File: config.mk
export PLATFORM = sky130hd
export DESIGN_NAME = instruction_loader
export DESIGN_NICKNAME = d
export VERILOG_FILES = /design/src/rtl/instruction_loader_pkg.sv /design/src/rtl/instruction_loader_word_assembler.sv /design/src/rtl/instruction_loader.sv
export SDC_FILE = /design/constraint.sdc
export NUM_CORES = 1
export LEC_CHECK = 0
export BUFFER_PORTS_ARGS = -buffer_cell sky130_fd_sc_hd__buf_2
export CAP_MARGIN = 25
export CORE_MARGIN = 2
export CORE_UTILIZATION = 40
export DETAILED_ROUTE_END_ITERATION = 10
export GPL_TIMING_DRIVEN = 0
export HOLD_SLACK_MARGIN = 0.06
export PLACE_DENSITY = 0.67
export SLEW_MARGIN = 20
export SYNTH_ARGS = -nofsm -noshare
export SYNTH_HDL_FRONTEND = slang
export SYNTH_SLANG_ARGS = --single-unit
export TNS_END_PERCENT = 100
File: constraint.sdc
create_clock -name clk -period 2.55 [get_ports clk]
set_input_delay 0.51 -clock clk [delete_from_list [all_inputs] [get_ports clk]]
set_output_delay 0.51 -clock clk [all_outputs]
set_load 0.1 [all_outputs]
File: src/rtl/instruction_loader_pkg.sv
// Shared widths, end-of-program marker and FSM encoding for the
// instruction loader and the fetch stage it feeds.
package instruction_loader_pkg;

  localparam int INSTRUCTION_LENGTH = 32;
  localparam int PC_LENGTH = 32;
  localparam logic [31:0] HALT_WORD = 32'hFFFF_FFFF;

  typedef enum logic [2:0] {
    IDLE  = 3'd0,
    RECV  = 3'd1,
    WRITE = 3'd2,
    DONE  = 3'd3,
    ERROR = 3'd4
  } state_t;

endpackage

File: src/rtl/instruction_loader_word_assembler.sv
// Packs bytes MSB-first into a word and watches for a stalled
// partial word.
module word_assembler
  import instruction_loader_pkg::*;
#(
  parameter int TIMEOUT_CYCLES = 100000
) (
  input  logic                          clk,
  input  logic                          reset,
  input  logic                          capture,
  input  logic                          count_en,
  input  logic [7:0]                    rx_data,
  input  logic                          rx_valid,
  output logic [INSTRUCTION_LENGTH-1:0] word,
  output logic                          word_ready,
  output logic                          timeout
);

  localparam int TW = $clog2(TIMEOUT_CYCLES + 1);

  logic [INSTRUCTION_LENGTH-9:0] asm_q;
  logic [1:0]                    byte_idx;
  logic [TW-1:0]                 tcnt;
  logic                          take;
  logic                          stall;

  assign take = capture & rx_valid;
  assign stall = count_en & ~rx_valid
               & (byte_idx != 2'd0);

  // Word is offered on the edge its last byte arrives.
  assign word = {asm_q, rx_data};
  assign word_ready = take & (byte_idx == 2'd3);
  assign timeout = stall
    & (tcnt == TW'(TIMEOUT_CYCLES - 1));

  always_ff @(posedge clk or negedge reset) begin
    if (!reset) begin
      asm_q    <= '0;
      byte_idx <= '0;
      tcnt     <= '0;
    end else if (!capture) begin
      asm_q    <= '0;
      byte_idx <= '0;
      tcnt     <= '0;
    end else if (take) begin
      asm_q    <= {asm_q[INSTRUCTION_LENGTH-17:0], rx_data};
      byte_idx <= byte_idx + 2'd1;
      tcnt     <= '0;
    end else if (stall) begin
      tcnt <= tcnt + TW'(1);
    end
  end

endmodule

File: src/rtl/instruction_loader.sv
// Loads a serial byte stream into instruction memory and gates the
// processor run enable until a HALT-terminated program is stored.
module instruction_loader
  import instruction_loader_pkg::*;
#(
  parameter int MEM_DEPTH = 64,
  parameter int TIMEOUT_CYCLES = 100000,
  parameter int CNT_W = $clog2(MEM_DEPTH) + 1
) (
  input  logic                          clk,
  input  logic                          reset,
  input  logic                          load_start,
  input  logic [7:0]                    rx_data,
  input  logic                          rx_valid,
  input  logic                          run,
  output logic                          wr_memory_instruction_enable,
  output logic [INSTRUCTION_LENGTH-1:0] instruction_to_write,
  output logic [PC_LENGTH-1:0]          address_to_write,
  output logic                          mips_enable,
  output logic                          loading,
  output logic                          load_done,
  output logic                          load_error,
  output logic [CNT_W-1:0]              words_loaded
);

  state_t state, next_state;

  logic [INSTRUCTION_LENGTH-1:0] word;
  logic word_ready;
  logic timeout;
  logic start;
  logic full;
  logic mips_d;

  word_assembler #(
    .TIMEOUT_CYCLES(TIMEOUT_CYCLES)
  ) u_asm (
    .clk       (clk),
    .reset     (reset),
    .capture   ((state == RECV) | (state == WRITE)),
    .count_en  (state == RECV),
    .rx_data   (rx_data),
    .rx_valid  (rx_valid),
    .word      (word),
    .word_ready(word_ready),
    .timeout   (timeout)
  );

  assign start = load_start
    & ((state == IDLE) | (state == DONE)
       | (state == ERROR));
  assign full = (words_loaded + CNT_W'(1))
    == CNT_W'(MEM_DEPTH);

  always_ff @(posedge clk or negedge reset) begin
    if (!reset) state <= IDLE;
    else        state <= next_state;
  end

  always_comb begin
    next_state = state;
    unique case (state)
      IDLE:  if (start) next_state = RECV;
      RECV: begin
        if (timeout)         next_state = ERROR;
        else if (word_ready) next_state = WRITE;
      end
      WRITE: begin
        if (instruction_to_write == HALT_WORD)
          next_state = DONE;
        else if (full)
          next_state = ERROR;
        else
          next_state = RECV;
      end
      DONE:  if (start) next_state = RECV;
      ERROR: if (start) next_state = RECV;
      default: next_state = IDLE;
    endcase
  end

  // Run enable only while staying in DONE, so it can never
  // overlap a write strobe.
  always_comb begin
    mips_d = 1'b0;
    if (state == DONE && next_state == DONE)
      mips_d = run;
  end

  always_ff @(posedge clk or negedge reset) begin
    if (!reset) begin
      wr_memory_instruction_enable <= 1'b0;
      instruction_to_write         <= '0;
      address_to_write             <= '0;
      mips_enable                  <= 1'b0;
      loading                      <= 1'b0;
      load_done                    <= 1'b0;
      load_error                   <= 1'b0;
      words_loaded                 <= '0;
    end else begin
      wr_memory_instruction_enable <= next_state == WRITE;
      loading <= (next_state == RECV)
               | (next_state == WRITE);
      load_done   <= next_state == DONE;
      load_error  <= next_state == ERROR;
      mips_enable <= mips_d;
      if (word_ready && state == RECV)
        instruction_to_write <= word;
      if (start) begin
        address_to_write <= '0;
        words_loaded     <= '0;
      end else if (state == WRITE) begin
        address_to_write <= address_to_write + PC_LENGTH'(4);
        words_loaded     <= words_loaded + CNT_W'(1);
      end
    end
  end

endmodule

==> summary.txt <==
Logic synthesis
  – Post-synthesis cell area: 5550 um^2
  – Yosys cell types: 51
  – Syn Inst Count: 510
  – Seq/Total Area, Yosys: 54.1%
  – Mean Syn Cell Area: 10.9 um^2
  – Main synth FF type: dfrtp_1
  – Synth Register Bits: 120
  – Synth warnings: 0
  – Post-synth EDFFs: 0
  – Ys async rst share: 100%

Place
  – Routability cong.: 0.855
  – Post-Place Cells: 778
  – HPWL after DPL: 9.16 mm
  – Port Buffers: 86

Die
  – DIE HEIGHT: 122 um
  – Row Count: 43
  – Die width: 122 um
  – Die Area: 14800 um^2
  – Ports: 89
  – Core area: 13700 um^2
  – Initial Util: 40.5%

Worst hold path
  – Worst Hold Class: input pin to flop
  – Worst hold start: rx_data[0]

Route
  – Initial drt markers: 272
  – Vias: 4294
  – # DRC: 0
  – Post-DR wirelength/cell: 16.0 um
  – DR vias/cell: 5.29
  – Initial DRT Pass Iterations: 4
  – DRT Wirelength: 13.0 mm
  – Post-route ant nets: 0

Clock network
  – Clk_lat worst skew: 420 ps
  – Num Clock Sinks: 120
  – Clock Path Buffers: 2
  – Post-CTS setup buffers: 0
  – TritonCTS Buffers: 17
  – Clk pin slew, worst setup/hold paths: 60 ps
  – Htree depth: 4
  – Cts repair resizes: 0
  – CTS tree: done
  – Root Buffer: clkbuf_16
  – Hold_buf cts: 1

Final layout
  – Layout cells sized above 1: 28.1%
  – Filler cell count: 1280
  – Layout area overhead: 23.1%
  – Post-layout util: 49.8%
  – Filler-free cell count of the finished design: 811
  – Final nets: 637
  – N_diodes: 0
  – Most common cell after layout, fill and taps aside: dfrtp_1
  – Most frequent cells in the layout: dfrtp_1, buf_2, nor2_1

Pwr
  – Power per cell area: 1170 nW/um^2
  – Pwr Total: 0.00798 W
  – Static leakage: 3.28 nW
  – Peak VDD IR: 1320 uV

STA
  – Relative max-transition margin: 41.7%
  – Layout Skew: 6.22 ps
  – Max Freq: 428 MHz
  – Minimum clock period: 2340 ps
  – Hold Vio Cnt, Final: 0
  – Hold Slack: 353 ps
  – Slew @ Worst Pin: 866 ps
  – RSZ-0062 raised after global routing: no
  – Slew Limit Fails: 0
  – Final worst path period share: 91.6%
  – Final setup fails: 0

Critical path
  – Crit end category: flop
  – CP required: 2850 ps
  – CP Launch Type: flop
  – Type of the worst setup path: flop to flop
  – Worst Setup SP: state[1]
  – Worst path arrival time: 2630 ps
  – Reg-to-Reg Start: state[1]
  – Max FO, Critical Path: 10

Run status
  – Run status: completed

Global route
  – Largest net degree at the start of global routing: 72
  – Total track usage: 18.7%
  – First-pass GRT wire length: 21.6 mm
  – Initial antenna violation count: 0
  – Vias in the first global route: 4360
  – Total congestion overflow: 0

Job
  – Maxcap violations: 0
## sequential cells by signal, summed over array words and instances, names as in the netlist, 2 cells and up
name / cells
u_asm.byte_idx: 2
state: 3
words_loaded: 7
instruction_to_write: 32
u_asm.asm_q: 24
u_asm.tcnt: 17
address_to_write: 30
## layer usage
layer / routed length (um) / track usage (%)
met5: 0 / 0
met4: 223 / 7.33
met3: 723 / 5.76
met2: 6130 / 28.7
met1: 5930 / 24.9
## worst paths after layout
path / slack, ps / depth (start not counted) / end
worst max-delay path: 210 / 5 / instruction_to_write[24]
worst min-delay path: 350 / 2 / instruction_to_write[0]
worst max register to register: 210 / 5 / instruction_to_write[24]
worst min register to register: 510 / 1 / instruction_to_write[28]
max in group asynchronous: 1220 / 3 / instruction_to_write[16]
min in group asynchronous: 620 / 2 / address_to_write[28]
## worst max-delay path, cell delays in order, from the launching register on
cell,delay [ps]
dfrtp_1,350
buf_2,160
or3b_1,460
nor2_1,510
buf_2,360
mux2_2,370
## synthesized netlist by cell type (6+ instances only)
master    count  area share (%)
dfrtp_1     120              54
or3_1         8            0.90
mux2_2       32             6.5
nand2_1      21             1.4
inv_1        15             1.0
nor2_1       72             4.9
a21oi_1      14             1.3
nor3_1       11            0.99
xor2_1       13             2.1
mux2i_1      25             4.5
xnor2_1      27             4.3
nand4_1      20             2.3
clkbuf_1      9            0.61
nor4_1       13             1.5
ha_1          6             1.4
o21ai_0      17             1.5
nand3_1      20             1.8
## metrics by stage
| step | instance area, um^2 | worst slack, ps | TNS, ps |
|---|---|---|---|
| after global routing | 6830 | 79.9 | 0 |
| after global placement | 6230 | -701 | -62780 |
| after detailed placement | 6260 | -146 | -3720 |
| after floorplan | 5570 | 61.4 | 0 |
| after CTS | 6830 | 205 | 0 |
| final | 6830 | 215 | 0 |
## power by group
group | switching [W] | leakage (nW) | total (W) | internal, W
sequential | 0.000365 | 1.60 | 0.00270 | 0.00233
clock | 0.000891 | 0.274 | 0.00226 | 0.00137
combinational | 0.00244 | 1.40 | 0.00303 | 0.000586
## layout make-up
type | instances | area (um^2) | share of cell area (%)
buffer | 21 | 92.6 | 1.35
clock buffer | 19 | 443 | 6.48
clock inverter | 13 | 121 | 1.78
inverter | 15 | 56.3 | 0.824
multi-input combinational | 355 | 2400 | 35.2
sequential | 120 | 3020 | 44.1
tap | 180 | 225 | 3.30
timing repair buffer | 88 | 474 | 6.94
## cells by family after synthesis
family | after synthesis | share of synthesized area, %
adder cells (fa/ha/maj) | 6 | 1.35
other | 1 | 0.0675
AO/OA/AOI/OAI | 50 | 5.54
AND/OR/NAND/NOR | 200 | 19.0
XOR/XNOR | 40 | 6.31
buffers and inverters | 36 | 2.68
multiplexers | 57 | 11.0
flip-flops | 120 | 54.1
Power figures use the tool's default switching activity.
